==> config.mk <==
export PLATFORM = sky130hd
export DESIGN_NAME = csr_interrupt_ctrl
export DESIGN_NICKNAME = d
export VERILOG_FILES = /design/src/rtl/csr_interrupt_ctrl.sv
export SDC_FILE = /design/constraint.sdc
export NUM_CORES = 1
export LEC_CHECK = 0
export CAP_MARGIN = 20
export CORE_MARGIN = 2
export CORE_UTILIZATION = 41
export CTS_CLUSTER_DIAMETER = 40
export CTS_CLUSTER_SIZE = 25
export DETAILED_ROUTE_END_ITERATION = 8
export PLACE_DENSITY = 0.68
export SLEW_MARGIN = 10
export SYNTH_ARGS = -nofsm -noshare
export SYNTH_HDL_FRONTEND = slang
export SYNTH_SLANG_ARGS = --single-unit
==> constraint.sdc <==
create_clock -name clk -period 6 [get_ports clk]
set_input_delay 1.2 -clock clk [delete_from_list [all_inputs] [get_ports clk]]
set_output_delay 1.2 -clock clk [all_outputs]
set_load 0.03 [all_outputs]
==> src/rtl/csr_interrupt_ctrl.sv <==
// csr_interrupt_ctrl: machine-mode timer interrupt controller and trap CSR file with mret redirect.
// Define VECTORED_MTVEC_EN to enable mtvec vectored mode (mode 2'b01, target base + 0x1C).
module csr_interrupt_ctrl #(
  parameter int XLEN = 32,
  parameter logic [XLEN-1:0] MTVEC_RESET = '0
) (
  input  logic            clk,
  input  logic            rst,
  input  logic            timer_interrupt,
  input  logic            instr_valid,
  input  logic [XLEN-1:0] pc_in,
  input  logic            is_mret,
  input  logic            csr_wr,
  input  logic [11:0]     csr_addr,
  input  logic [XLEN-1:0] csr_wdata,
  output logic [XLEN-1:0] csr_rdata,
  output logic            redirect_valid,
  output logic [XLEN-1:0] redirect_pc,
  output logic            intr_taken
);
  typedef enum logic {IDLE, REDIRECT} state_t;
  localparam logic [XLEN-1:0] CAUSE_MTI = {1'b1, (XLEN-1)'(7)};
  localparam logic [XLEN-1:0] ALIGN = ~XLEN'(3);
`ifdef VECTORED_MTVEC_EN
  localparam logic [1:0] RST_MODE = (MTVEC_RESET[1:0] == 2'b01) ? 2'b01 : 2'b00;
`else
  localparam logic [1:0] RST_MODE = 2'b00;
`endif
  state_t state_q, state_d;
  logic mie_q, mie_d, mpie_q, mpie_d, mtie_q, mtie_d, mtip_q, mtip_d, intr_q, intr_d;
  logic [XLEN-1:0] mepc_q, mepc_d, mcause_q, mcause_d, mtvec_q, mtvec_d, rpc_q, rpc_d;
  logic idle, take, ret, wr;
  logic [1:0] wmode;
  logic [XLEN-1:0] base, tvec;
  assign idle = state_q == IDLE;
  assign take = idle & mie_q & mtie_q & mtip_q & instr_valid & ~is_mret;
  assign ret  = idle & is_mret & instr_valid;
  // A trap replays its instruction, so its CSR write is dropped; nothing is written while flushing.
  assign wr   = idle & csr_wr & ~take;
  assign base = mtvec_q & ALIGN;
`ifdef VECTORED_MTVEC_EN
  assign wmode = (csr_wdata[1:0] == 2'b01) ? 2'b01 : 2'b00;
  assign tvec  = (mtvec_q[1:0] == 2'b01) ? base + XLEN'(28) : base;
`else
  assign wmode = 2'b00;
  assign tvec  = base;
`endif
  always_ff @(posedge clk or posedge rst)
    if (rst) state_q <= IDLE;
    else     state_q <= state_d;
  always_comb state_d = (idle && (take || ret)) ? REDIRECT : IDLE;
  always_comb begin
    redirect_valid = state_q == REDIRECT;
    intr_taken     = (state_q == REDIRECT) & intr_q;
    redirect_pc    = (state_q == REDIRECT) ? rpc_q : '0;
  end
  always_comb begin
    mie_d    = take ? 1'b0 : ret ? mpie_q : (wr && csr_addr == 12'h300) ? csr_wdata[3] : mie_q;
    mpie_d   = take ? mie_q : ret ? 1'b1 : (wr && csr_addr == 12'h300) ? csr_wdata[7] : mpie_q;
    mtie_d   = (wr && csr_addr == 12'h304) ? csr_wdata[7] : mtie_q;
    mtip_d   = timer_interrupt | (mtip_q & ~take);
    mepc_d   = take ? pc_in & ALIGN : (wr && csr_addr == 12'h341) ? csr_wdata & ALIGN : mepc_q;
    mcause_d = take ? CAUSE_MTI : (wr && csr_addr == 12'h342) ? csr_wdata : mcause_q;
    mtvec_d  = (wr && csr_addr == 12'h305) ? {csr_wdata[XLEN-1:2], wmode} : mtvec_q;
    rpc_d    = take ? tvec : ret ? mepc_q : rpc_q;
    intr_d   = take;
  end
  always_ff @(posedge clk or posedge rst)
    if (rst) begin
      mie_q    <= 1'b0;
      mpie_q   <= 1'b0;
      mtie_q   <= 1'b0;
      mtip_q   <= 1'b0;
      intr_q   <= 1'b0;
      mepc_q   <= '0;
      mcause_q <= '0;
      mtvec_q  <= {MTVEC_RESET[XLEN-1:2], RST_MODE};
      rpc_q    <= '0;
    end else begin
      mie_q    <= mie_d;
      mpie_q   <= mpie_d;
      mtie_q   <= mtie_d;
      mtip_q   <= mtip_d;
      intr_q   <= intr_d;
      mepc_q   <= mepc_d;
      mcause_q <= mcause_d;
      mtvec_q  <= mtvec_d;
      rpc_q    <= rpc_d;
    end
  always_comb begin
    csr_rdata = '0;
    case (csr_addr)
      12'h300: csr_rdata = {{(XLEN-8){1'b0}}, mpie_q, 3'b000, mie_q, 3'b000};
      12'h304: csr_rdata = {{(XLEN-8){1'b0}}, mtie_q, 7'b0};
      12'h305: csr_rdata = mtvec_q;
      12'h341: csr_rdata = mepc_q;
      12'h342: csr_rdata = mcause_q;
      12'h344: csr_rdata = {{(XLEN-8){1'b0}}, mtip_q, 7'b0};
      default: csr_rdata = '0;
    endcase
  end
endmodule

==> results.tsv, run 1 <==
stage	metric	value	unit
min_path	hold wc startpoint	rpc_q[31]	
clock_network	Hold-fix buffers, CTS	0	
min_path	min-delay worst type	flip-flop to flip-flop	
clock_network	Num Clock Sinks	128	
sta	setup_tns	0	ns
setup_path	RR Startpoint	redirect_valid	
sta	final worst slack	1.10	ns
sta	Slew @ Worst Pin	0.830	ns
detailed_routing	Avg WL per Cell	19.0	um
setup_path	Critical Path RT	4.80	ns
detailed_routing	Pre-antenna DRT Iters	5	
setup_path	R2R setup slack	2.98	ns
floorplan	DIE AREA	16100	um2
detailed_routing	WL final	18.6	mm
pwr	Leak	0.00430	uW
floorplan	core area	14600	um2
logic_synthesis	FFs w/ async S/R, synth	100	%
finish	fillers	1277	
setup_path	CP dominant cell by count	buf_4	
clock_network	Post-CTS Setup Inserts	0	
placed_design	number of port buffers	143	
sta	Fin. Hold Viols	0	
clock_network	TritonCTS clock tree	built	
sta	final setup fails	0	
clock_network	# H-tree levels	4	
detailed_routing	via count	5449	
sta	Slew Limit Fails	0	
floorplan	Die Span X	127	um
finish	share of layout cells above drive strength 1	11.2	%
logic_synthesis	register area share after synthesis	51.7	%
setup_path	Max FO, Critical Path	22	
placed_design	pre-CTS setup slack	1.17	ns
setup_path	Crit. End Element	output pin	
clock_network	Clock Latency Late Sink	0.42	ns
detailed_routing	DRC violation count after routing	0	
logic_synthesis	number of synthesized register bits	128	
clock_network	root buf cell	clkbuf_16	
sta	RSZ-0062 raised after global routing	no	
run_status	outcome	completed	
clock_network	Inserted Clock Buffers	17	
sta	min cycle time layout	4.90	ns
setup_path	CP max stage delay	0.49	ns
logic_synthesis	Syn Inst Count	651	
floorplan	Top Ports	148	
global_route	GRT Util Overall	23.8	%
pwr	Peak VDD IR	180	uV
sta	Clock Skews	0.00719	ns
setup_path	CP bufs+invs	4	
setup_path	Worst path top cell family by delay	buffers and inverters	
finish	Area Overhead vs Synth	35.0	%
setup_path	worst reg2reg endpoint	mtvec_q[12]	
setup_path	Worst setup SP type	input pin	
finish	Antenna Cells	0	
setup_path	Setup Crit Path Kind	input pin to output pin	
min_path	Hold EP	rpc_q[31]	
clock_network	CTS clk-pin slew, worst paths	0.06	ns
logic_synthesis	syn_area_per_cell	9.52	um2
floorplan	Die H	127	um
clock_network	Clock Tree Buf Depth	2	
sta	period utilisation layout	81.6	%
floorplan	row cnt	44	
logic_synthesis	Synth Warn #	0	
sta	slew margin rel.	44.7	%
setup_path	CP Data Arrival Time	3.70	ns
detailed_routing	via/cell ratio	5.56	
logic_synthesis	Mapped Area	6200	um2
finish	fin nets	865	
placed_design	Post-DP HPWL	11.8	mm
finish	most frequent cells in the layout	nand2_1, dfrtp_1, clkdlybuf4s50_1	
logic_synthesis	prevailing post-synth register cell	dfrtp_1	
floorplan	Initial Utilization	42.3	%
global_route	global-route wire length before repair	29.9	mm
finish	most common cell after layout, fill and taps aside	nand2_1	
setup_path	slowest stage cell, crit path	nor4bb_1	
placed_design	placed insts	946	
sta	Fin Hold WS	0.467	ns
clock_network	# resized after CTS	0	
setup_path	cell breakdown of the critical path	clkdlybuf4s50_1, nor4bb_1, buf_4, and3_1, buf_4, a22oi_1, nand2_1, buf_4	
finish	fin cells	980	
global_route	vias in the first global route	5737	
job	Max Cap Viol	0	
min_path	Hold Path Depth	2	
logic_synthesis	EDFF count, synth	0	
detailed_routing	number of nets still failing antenna checks after routing	0	
pwr	pwr dens	246	nW/um2
global_route	initial antenna violation count	1	
global_route	largest net degree at the start of global routing	80	
placed_design	Final Wtd Congestion	0.860	
sta	f_max	0.204	GHz
detailed_routing	iteration-0 DRC count of the detailed router	385	
setup_path	R2R cell count	6	
logic_synthesis	Distinct cells, synth	39	
global_route	GRT Residual Overflow	0	
power by group:
group          switching (uW)  internal [uW]  total [uW]
logic                    65.1           67.4         133
registers                9.86            876         886
clock network             379            662        1040
worst max path at each step:
| stage | slack (ns) | cells past startpoint | endpoint | from |
|---|---|---|---|---|
| final | 1.10 | 8 | csr_rdata[14] | csr_addr[8] |
| after global routing | 1.02 | 8 | csr_rdata[14] | csr_addr[8] |
| after CTS | 1.17 | 7 | csr_rdata[12] | csr_addr[3] |
| after detailed placement | 1.17 | 7 | csr_rdata[22] | csr_addr[3] |
| after global placement | 1.09 | 8 | csr_rdata[12] | csr_addr[8] |
| after floorplan | 1.39 | 1 | intr_q | rst |
sequential cells by signal, indices dropped and copies added, names as in the netlist, 30 cells and up:
register  count
rpc_q        30
mcause_q     32
mepc_q       30
mtvec_q      30
cells in the mapped netlist, types with 3 or more instances:
| cell | number | share of area [%] |
|---|---|---|
| clkbuf_1 | 24 | 1.5 |
| inv_1 | 3 | 0.18 |
| buf_2 | 16 | 1.3 |
| nor2_1 | 60 | 3.6 |
| nor2b_1 | 6 | 0.61 |
| a22oi_1 | 56 | 6.8 |
| buf_6 | 3 | 0.55 |
| a31oi_1 | 33 | 3.3 |
| mux2_1 | 30 | 5.5 |
| dfrtp_1 | 128 | 52 |
| nand4_1 | 4 | 0.40 |
| nand3b_1 | 3 | 0.36 |
| mux2i_1 | 34 | 5.5 |
| nand2_1 | 186 | 11 |
| and2_1 | 33 | 3.3 |
routing by layer:
metal	vias up	routed length (um)	global-route usage (%)
met5	-	13	0
met4	2	351	9.37
met3	34	1070	5.27
met2	206	9250	39.6
met1	2716	7940	30.3
li1	2491	-	-
area by class of cell:
type | count | area [um2] | area share (%)
timing repair buffer | 160 | 1540 | 18.4
multi-input combinational | 472 | 2770 | 33.1
inverter | 4 | 17.5 | 0.209
clock buffer | 22 | 494 | 5.91
tap | 184 | 230 | 2.75
sequential | 128 | 3200 | 38.3
clock inverter | 10 | 108 | 1.29
logic make-up after synthesis:
family / share of synthesized area [%]
AND/OR/NAND/NOR: 21.9
flip-flops: 51.7
AO/OA/AOI/OAI: 11.1
multiplexers: 11.3
buffers and inverters: 3.98
other: 0.0605
metrics by stage:
stage / util, % / instance area [um2] / total power [uW]
after CTS: 56.7 / 8310 / 2070
final: 57.1 / 8360 / 2060
after detailed placement: 52.6 / 7710 / 1030
after global placement: 52.4 / 7680 / 1020
after global routing: 57.1 / 8360 / 2110
after floorplan: - / 6200 / 944
tightest hold or removal path: cells and delay by family (launching register included):
| family | cells | cell delay [ns] |
|---|---|---|
| DFF | 1 | 0.34 |
| and+or+nand+nor | 2 | 0.10 |
No activity file was read; power rests on OpenSTA's default activity.
==> run 2, diff against run 1 <==
Settings changed: PLACE_DENSITY 0.68 to 0.71.
Clock period 6 ns to 4.1 ns, I/O delays scaled along.
==> run 2 against run 1 <==
Combinational power is 41% higher. Non-clock buffer count is 10 higher. Largest cell class unchanged. Utilization is 0.35 points higher. Global-route usage is 0.10 points lower. Final area is 0.61% higher. Clock power is 50% higher. Clock skew is 0.0019 ns higher. Setup slack worse by 0.75 ns.
==> results.tsv, run 2 (synthesis results as in run 1) <==
stage	metric	value	unit	change
run_status	outcome	completed		unchanged
detailed_routing	via count	5431		was 5449
pwr	Seq pwr share	42.7	%	was 43.0%
floorplan	Die H	127	um	unchanged
setup_path	CP max stage delay	0.45	ns	was 0.49 ns
floorplan	Die Span X	127	um	unchanged
setup_path	slowest stage cell, crit path	clkdlybuf4s50_1		was nor4bb_1
clock_network	Post-CTS Setup Inserts	0		unchanged
setup_path	Worst path top cell family by delay	buffers and inverters		unchanged
global_route	busiest grt layer	met2		unchanged
clock_network	Num Clock Sinks	128		unchanged
setup_path	cell breakdown of the critical path	clkdlybuf4s50_1, nor4bb_1, buf_4, and3_1, buf_4, a22oi_1, nand2_1, buf_4		unchanged
job	Max Cap Viol	0		unchanged
floorplan	row cnt	44		unchanged
sta	f_max	0.267	GHz	
global_route	GRT Residual Overflow	0		unchanged
placed_design	Final Wtd Congestion	0.855		was 0.860
finish	most frequent cells in the layout	nand2_1, dfrtp_1, clkdlybuf4s50_1		unchanged
pwr	Sw Share	21.6	%	was 22.1%
detailed_routing	via/cell ratio	5.49		was 5.56
setup_path	Crit. End Element	output pin		unchanged
clock_network	Hold-fix buffers, CTS	0		unchanged
setup_path	Worst setup SP type	input pin		unchanged
setup_path	CP Data Arrival Time	2.93	ns	was 3.70 ns
sta	Clock Skews	0.00907	ns	was 0.00719 ns
finish	Area Overhead vs Synth	35.8	%	was 35.0%
pwr	clock network fraction of design power	51.2	%	was 50.6%
global_route	GR met2 Demand/Resource	40.8	%	was 39.6%
sta	RSZ-0062 raised after global routing	no		unchanged
setup_path	R2R cell count	6		unchanged
clock_network	Clock Latency Late Sink	0.42	ns	about the same
detailed_routing	WL final	18.6	mm	about the same
sta	Fin. Hold Viols	0		unchanged
clock_network	Inserted Clock Buffers	17		unchanged
sta	final setup fails	0		unchanged
finish	share of layout cells above drive strength 1	11.9	%	was 11.2%
floorplan	Initial Utilization	42.3	%	unchanged
sta	period utilisation layout	91.4	%	
placed_design	Post-DP HPWL	12.2	mm	was 11.8 mm
global_route	vias in the first global route	5537		was 5737
clock_network	CTS clk-pin slew, worst paths	0.06	ns	about the same
finish	final core utilization	57.5	%	was 57.1%
finish	fin nets	875		was 865
clock_network	# H-tree levels	4		unchanged
finish	Antenna Cells	0		unchanged
setup_path	CP bufs+invs	4		unchanged
sta	Slew @ Worst Pin	0.839	ns	was 0.830 ns
floorplan	DIE AREA	16100	um2	unchanged
sta	min cycle time layout	3.75	ns	
min_path	min-delay worst type	flip-flop to flip-flop		unchanged
placed_design	number of port buffers	143		unchanged
setup_path	CP dominant cell by count	buf_4		unchanged
detailed_routing	number of nets still failing antenna checks after routing	0		unchanged
finish	max FFs per register	32		unchanged
sta	Slew Limit Fails	0		unchanged
finish	Design Area, Final	8420	um2	was 8360 um2
sta	slew margin rel.	44.0	%	was 44.7%
clock_network	# resized after CTS	0		unchanged
global_route	initial antenna violation count	0		was 1
pwr	cell internal pwr	2390	uW	was 1610 uW
finish	largest reg by FF count	mcause_q		unchanged
setup_path	Max FO, Critical Path	17		was 22
global_route	global-route wire length before repair	29.4	mm	was 29.9 mm
global_route	M3 GR Usage	5.53	%	was 5.27%
detailed_routing	Avg WL per Cell	18.8	um	was 19.0 um
setup_path	R2R setup slack	1.28	ns	was 2.98 ns
pwr	pwr dens	361	nW/um2	was 246 nW/um2
sta	setup_tns	0	ns	unchanged
finish	most common cell after layout, fill and taps aside	nand2_1		unchanged
pwr	Peak VDD IR	221	uV	was 180 uV
floorplan	Top Ports	148		unchanged
detailed_routing	Pre-antenna DRT Iters	4		was 5
clock_network	root buf cell	clkbuf_16		unchanged
setup_path	Setup Crit Path Kind	input pin to output pin		unchanged
global_route	largest net degree at the start of global routing	71		was 80
detailed_routing	iteration-0 DRC count of the detailed router	423		was 385
pwr	NetSw	656	uW	was 454 uW
placed_design	Post-DP Area	7810	um2	was 7710 um2
clock_network	TritonCTS clock tree	built		unchanged
clock_network	Clock Tree Buf Depth	2		unchanged
floorplan	core area	14600	um2	unchanged
pwr	Leak	0.00434	uW	was 0.00430 uW
finish	fillers	1251		was 1277
setup_path	Critical Path RT	3.28	ns	was 4.80 ns
pwr	Gate power share	6.2	%	was 6.4%
detailed_routing	DRC violation count after routing	0		unchanged
global_route	GR Util met1	29.7	%	was 30.3%
global_route	GRT Util Overall	23.7	%	was 23.8%
min_path	Hold Path Depth	2		unchanged
setup_path	stages on the worst setup path	8		unchanged
## run 2: power groups by stage
stage	combinational [uW]	clock (uW)	sequential (uW)
2_1_floorplan	67.7	0	1310
3_3_place_gp	184	0	1320
3_5_place_dp	188	0	1320
4_1_cts	189	1580	1300
5_1_grt	203	1640	1300
6_report	188	1560	1300
## run 2: final timing paths
kind	start	end
max	csr_addr[8]	csr_rdata[16]
min	rpc_q[26]	rpc_q[26]
max reg2reg	redirect_valid	rpc_q[22]
min reg2reg	rpc_q[26]	rpc_q[26]
max in group asynchronous	rst	mcause_q[12]
min in group asynchronous	rst	mcause_q[25]
## run 2: stage by stage
stage / hold WS (ns) / cells / worst slack, ns / total power [uW]
floorplan: 0.438 / 652 / 1.10 / 1380
global placement: 0.450 / 958 / 0.362 / 1500
detailed placement: 0.454 / 958 / 0.369 / 1510
CTS: 0.468 / 989 / 0.368 / 3070
global route: 0.486 / 989 / 0.310 / 3140
finish: 0.464 / 989 / 0.352 / 3040
## run 2: layout make-up
| class | count | area (um2) | share of cell area (%) |
|---|---|---|---|
| clock buffer | 20 | 437 | 5.19 |
| timing repair buffer | 170 | 1590 | 18.9 |
| inverter | 4 | 18.8 | 0.223 |
| multi-input combinational | 472 | 2770 | 32.9 |
| clock inverter | 11 | 165 | 1.96 |
| sequential | 128 | 3200 | 38.1 |
| tap | 184 | 230 | 2.74 |
## run 2: worst min-delay path: stages (launching register included)
cell	delay, ns
dfrtp_1	0.33
nand2_1	0.05
nand2_1	0.05
## run 2: routing by layer
metal / vias up / part of all wire (%)
met3: 23 / 5.5
met1: 2709 / 41
li1: 2507 / -
met4: 0 / 1.6
met5: - / 0
met2: 192 / 52
==> run 3, diff against run 2 <==
Settings changed: REMOVE_ABC_BUFFERS set to 1.
==> run 3 against run 2 <==
Worst hold slack is essentially flat. Sequential cell count unchanged. Largest cell class unchanged. Non-clock buffer count is 4 lower. Power fell by 0.29%. Clock skew down 0.0028 ns. Sequential share of layout area grew 0.15 points. Utilization down 0.23 points. Setup slack got worse by 0.032 ns. Cell count decreased by 0.40%. Routed wire length decreased by 3.2%. Critical endpoint is now csr_rdata[7]. First-iteration DRC count decreased by 11%.
==> results.tsv, run 3 (synthesis results as in run 1) <==
stage	metric	value	unit	change
run_status	outcome	completed		unchanged
finish	share of layout cells above drive strength 1	11.2	%	was 11.9%
clock_network	Clock Tree Buf Depth	2		unchanged
global_route	busiest grt layer	met2		unchanged
clock_network	Inserted Clock Buffers	17		unchanged
sta	min cycle time layout	3.78	ns	was 3.75 ns
detailed_routing	Avg WL per Cell	18.3	um	was 18.8 um
global_route	GRT Util Overall	23.1	%	was 23.7%
setup_path	Crit. End Element	output pin		unchanged
sta	Fin. Hold Viols	0		unchanged
global_route	vias in the first global route	5476		was 5537
pwr	Sw Share	20.5	%	was 21.6%
sta	final setup fails	0		unchanged
finish	Area Overhead vs Synth	35.3	%	was 35.8%
pwr	Leak	0.00432	uW	was 0.00434 uW
placed_design	pre-CTS setup slack	0.328	ns	was 0.369 ns
sta	RSZ-0062 raised after global routing	no		unchanged
clock_network	root buf cell	clkbuf_16		unchanged
floorplan	Die Span X	127	um	unchanged
setup_path	CP Data Arrival Time	2.96	ns	was 2.93 ns
global_route	GR Util met1	30.4	%	was 29.7%
placed_design	number of port buffers	143		unchanged
min_path	min-delay worst type	flip-flop to flip-flop		unchanged
global_route	initial antenna violation count	0		unchanged
setup_path	R2R cell count	6		unchanged
finish	most frequent cells in the layout	nand2_1, dfrtp_1, clkdlybuf4s50_1		unchanged
floorplan	row cnt	44		unchanged
finish	most common cell after layout, fill and taps aside	nand2_1		unchanged
detailed_routing	via/cell ratio	5.52		was 5.49
placed_design	Final Wtd Congestion	0.870		was 0.855
detailed_routing	WL final	18.0	mm	was 18.6 mm
floorplan	Top Ports	148		unchanged
sta	setup_tns	0	ns	unchanged
clock_network	# resized after CTS	0		unchanged
setup_path	Critical Path RT	3.28	ns	about the same
finish	max FFs per register	32		unchanged
finish	largest reg by FF count	mcause_q		unchanged
pwr	pwr dens	362	nW/um2	was 361 nW/um2
placed_design	Post-DP HPWL	11.6	mm	was 12.2 mm
detailed_routing	iteration-0 DRC count of the detailed router	378		was 423
sta	f_max	0.265	GHz	was 0.267 GHz
floorplan	core area	14600	um2	unchanged
finish	Antenna Cells	0		unchanged
clock_network	TritonCTS clock tree	built		unchanged
job	Max Cap Viol	0		unchanged
detailed_routing	Pre-antenna DRT Iters	5		was 4
clock_network	Num Clock Sinks	128		unchanged
clock_network	CTS clk-pin slew, worst paths	0.05	ns	was 0.06 ns
detailed_routing	number of nets still failing antenna checks after routing	0		unchanged
sta	final worst slack	0.320	ns	was 0.352 ns
finish	fillers	1281		was 1251
floorplan	DIE AREA	16100	um2	unchanged
pwr	Peak VDD IR	282	uV	was 221 uV
pwr	Tot Pwr	3030	uW	was 3040 uW
sta	Slew Limit Fails	0		unchanged
setup_path	Setup Crit Path Kind	input pin to output pin		unchanged
pwr	NetSw	623	uW	was 656 uW
setup_path	Max FO, Critical Path	8		was 17
setup_path	Worst setup SP type	input pin		unchanged
sta	Fin Hold WS	0.464	ns	about the same
sta	slew margin rel.	37.7	%	was 44.0%
detailed_routing	via count	5436		was 5431
finish	Reg area	3200	um2	unchanged
clock_network	Post-CTS Setup Inserts	0		unchanged
global_route	global-route wire length before repair	29.0	mm	was 29.4 mm
pwr	Seq pwr share	42.8	%	was 42.7%
min_path	Hold Path Depth	2		unchanged
global_route	GRT Residual Overflow	0		unchanged
clock_network	Clock Latency Late Sink	0.41	ns	was 0.42 ns
finish	Multi-input gate area	2770	um2	unchanged
sta	period utilisation layout	92.2	%	was 91.4%
clock_network	# H-tree levels	4		unchanged
detailed_routing	DRC violation count after routing	0		unchanged
finish	fin nets	871		was 875
pwr	clock network fraction of design power	51.0	%	was 51.2%
pwr	Gate power share	6.2	%	about the same
clock_network	Hold-fix buffers, CTS	0		unchanged
sta	Slew @ Worst Pin	0.935	ns	was 0.839 ns
sta	Clock Skews	0.00627	ns	was 0.00907 ns
global_route	M3 GR Usage	5.40	%	was 5.53%
floorplan	Die H	127	um	unchanged
global_route	largest net degree at the start of global routing	73		was 71
floorplan	Initial Utilization	42.3	%	unchanged
global_route	GR met2 Demand/Resource	38.0	%	was 40.8%
setup_path	R2R setup slack	1.09	ns	was 1.28 ns
pwr	cell internal pwr	2410	uW	was 2390 uW
## run 3: routing by layer
metal / up-vias / part of all wire (%)
li1: 2498 / -
met1: 2675 / 42
met2: 240 / 49
met3: 23 / 6.9
met4: 0 / 1.3
met5: - / 0
## run 3: power by group through the flow
stage               clock, uW  combinational [uW]  sequential (uW)
floorplan                   0                59.9             1320
global placement            0                 184             1320
detailed placement          0                 189             1320
CTS                      1580                 190             1300
global route             1640                 205             1300
finish                   1550                 188             1300
## run 3: final timing paths
| kind | start | endpoint |
|---|---|---|
| min reg2reg | rpc_q[17] | rpc_q[17] |
| min | rpc_q[17] | rpc_q[17] |
| min in group asynchronous | rst | mepc_q[19] |
| max reg2reg | redirect_valid | rpc_q[8] |
| max in group asynchronous | rst | rpc_q[27] |
| max | csr_addr[0] | csr_rdata[7] |
## run 3: cell type report
type / instances / area share, %
well taps: 184 / 2.75
clock buffers: 26 / 6.08
clock inverters: 5 / 1.19
multi-input cells: 472 / 33.0
flip-flops and latches: 128 / 38.2
inverters: 4 / 0.209
repair buffers: 166 / 18.5
## run 3: worst max-delay path: stages
cell and delay (ns):
clkdlybuf4s50_1 0.60, or4bb_1 0.51, inv_1 0.09, a222oi_1 0.07, a21oi_1 0.18, clkdlybuf4s50_1 0.69
## run 3: stage by stage
step           utilization, %  cell area [um2]  cells
2_1_floorplan               -             5970    604
3_3_place_gp             53.1             7770    954
3_5_place_dp             53.1             7770    954
4_1_cts                  57.2             8380    985
5_1_grt                  57.2             8380    985
6_report                 57.2             8380    985
==> variant: new RTL, settings of run 3 <==
Add a define of `VECTORED_MTVEC_EN`.
--- a/src/rtl/csr_interrupt_ctrl.sv
+++ b/src/rtl/csr_interrupt_ctrl.sv
@@ -1,4 +1,6 @@
 // csr_interrupt_ctrl: machine-mode timer interrupt controller and trap CSR file with mret redirect.
 // Define VECTORED_MTVEC_EN to enable mtvec vectored mode (mode 2'b01, target base + 0x1C).
+`define VECTORED_MTVEC_EN
+
 module csr_interrupt_ctrl #(
   parameter int XLEN = 32,
Behaviour: not the same (Yosys sat finds a counterexample within 4 cycles, from zero or initial values and one cycle with rst high).
==> variant against run 3 <==
Non-clock buffer count down 7; wire length rose by 12%; area after synthesis up 10%; sequential cell count up 1; final area rose by 7.8%; worst setup slack improved by 0.088 ns; via count rose by 12%; power is 0.28% higher; utilization is 2.2 points lower; critical path type unchanged; largest power group unchanged.
==> variant: results (changes against run 3) <==
.. list-table::
   :header-rows: 1

   * - Metric
     - Value
   * - Dpl ws
     - 0.416 ns (was 0.328 ns)
   * - Number of global-route vias before repair
     - 6,076 (was 5,476)
   * - Worst-path maximum fanout
     - 32 (was 8)
   * - Ratio of cells with drive above 1 in the final layout
     - 13.2% (was 11.2%)
   * - R2R Path End
     - rpc_q[30] (was rpc_q[8])
   * - Clock skew
     - 0.00596 ns (was 0.00627 ns)
   * - Slowest library cell on the worst path
     - sky130_fd_sc_hd__or4_4 (was sky130_fd_sc_hd__clkdlybuf4s50_1)
   * - Highest ir drop seen on vdd
     - 0.281 mV (was 0.282 mV)
   * - Number of different library cells in the post-synthesis netlist
     - 54 (was 39)
   * - DRC marker count from the first detailed-route iteration
     - 550 (was 378)
   * - Worst Hold End
     - rpc_q[28] (was rpc_q[17])
   * - Destination of the critical timing path
     - csr_rdata[11] (was csr_rdata[7])
   * - Cell types with the largest area share after synthesis
     - sky130_fd_sc_hd__dfrtp_1 (47%), sky130_fd_sc_hd__nand2_1 (8.5%), sky130_fd_sc_hd__mux2_2 (5.0%), sky130_fd_sc_hd__a222oi_1 (4.3%), sky130_fd_sc_hd__and2_1 (3.3%) (was sky130_fd_sc_hd__dfrtp_1 (52%), sky130_fd_sc_hd__nand2_1 (11%), sky130_fd_sc_hd__a22oi_1 (6.8%), sky130_fd_sc_hd__mux2i_1 (5.5%), sky130_fd_sc_hd__mux2_1 (5.5%))
   * - Leakage
     - 4.05 nW (was 4.32 nW)
   * - Detailed placer's ending HPWL
     - 12,500 microns (was 11,600 microns)
   * - Filler cell count
     - 1,477 (was 1,281)
   * - Worst r2r src
     - mtvec_q[2] (was redirect_valid)
   * - Outcome
     - finished clean (unchanged)
   * - Pin slew with the least headroom to its limit
     - 1.13 ns (was 0.935 ns)
   * - Synth cell count leaders
     - sky130_fd_sc_hd__nand2_1 (154), sky130_fd_sc_hd__dfrtp_1 (129), sky130_fd_sc_hd__o21ai_0 (44) (was sky130_fd_sc_hd__nand2_1 (186), sky130_fd_sc_hd__dfrtp_1 (128), sky130_fd_sc_hd__nor2_1 (60))
   * - Startpoint of the worst hold path
     - rpc_q[28] (was rpc_q[17])
   * - Crit path DAT
     - 2.87 ns (was 2.96 ns)
   * - Final Critical Period
     - 3.69 ns (was 3.78 ns)
   * - Slowest Stage Delay on Critical Path
     - 0.62 ns (was 0.69 ns)
   * - Final-stage net count
     - 957 (was 871)
   * - Wire length of the first global-routing pass
     - 32,500 microns (was 29,000 microns)
   * - Worst hold margin
     - 0.488 ns (was 0.464 ns)
   * - Total Routing Usage GR
     - 23.7% (was 23.1%)
   * - Post-Place Cell Area
     - 8450 sq um (was 7770 sq um)
[variant: final cells by class]
type / count / area (sq um) / area share, %
multi-input cells: 530 / 3230 / 35.8
repair buffers: 159 / 1600 / 17.8
clock inverters: 5 / 52.6 / 0.582
flip-flops and latches: 129 / 3230 / 35.7
inverters: 37 / 141 / 1.57
well taps: 220 / 275 / 3.05
clock buffers: 26 / 499 / 5.53
[variant: power breakdown]
part	leakage, nW	switching [mW]	total [mW]	internal (mW)
combinational	2.04	0.131	0.265	0.134
sequential	1.74	0.0322	1.36	1.32
clock	0.270	0.530	1.42	0.891
total	4.05	0.693	3.04	2.35
[variant: cells by family after synthesis]
family	count (synthesis)	share of synthesized area, %
and+or+nand+nor	309	22.1
AOI/OAI and AO/OA	152	14.7
DFF	129	47.4
buffers and inverters	95	5.67
muxes	44	7.03
xor gates and xnor gates	22	2.83
adders and majority gates	1	0.184
other	1	0.0550
[variant: metal layers]
| metal | vias up | wire length [microns] | track usage, % |
|---|---|---|---|
| met5 | - | 0 | 0 |
| met4 | 0 | 239 | 7.53 |
| met3 | 24 | 1340 | 4.71 |
| met2 | 231 | 9600 | 38.0 |
| met1 | 2971 | 8930 | 32.4 |
| li1 | 2883 | - | - |
[variant: stage by stage]
step | cells | util [%]
6_report | 1106 | 55.1
3_3_place_gp | 1074 | 51.5
5_1_grt | 1106 | 55.1
3_5_place_dp | 1074 | 51.5
2_1_floorplan | 696 | -
4_1_cts | 1105 | 54.9
[variant: critical path, delay by kind of cell]
family	cells	cell delay, ns
AND/OR/NAND/NOR	2	0.99
buffers and inverters	4	0.91
AO/OA/AOI/OAI	1	0.13
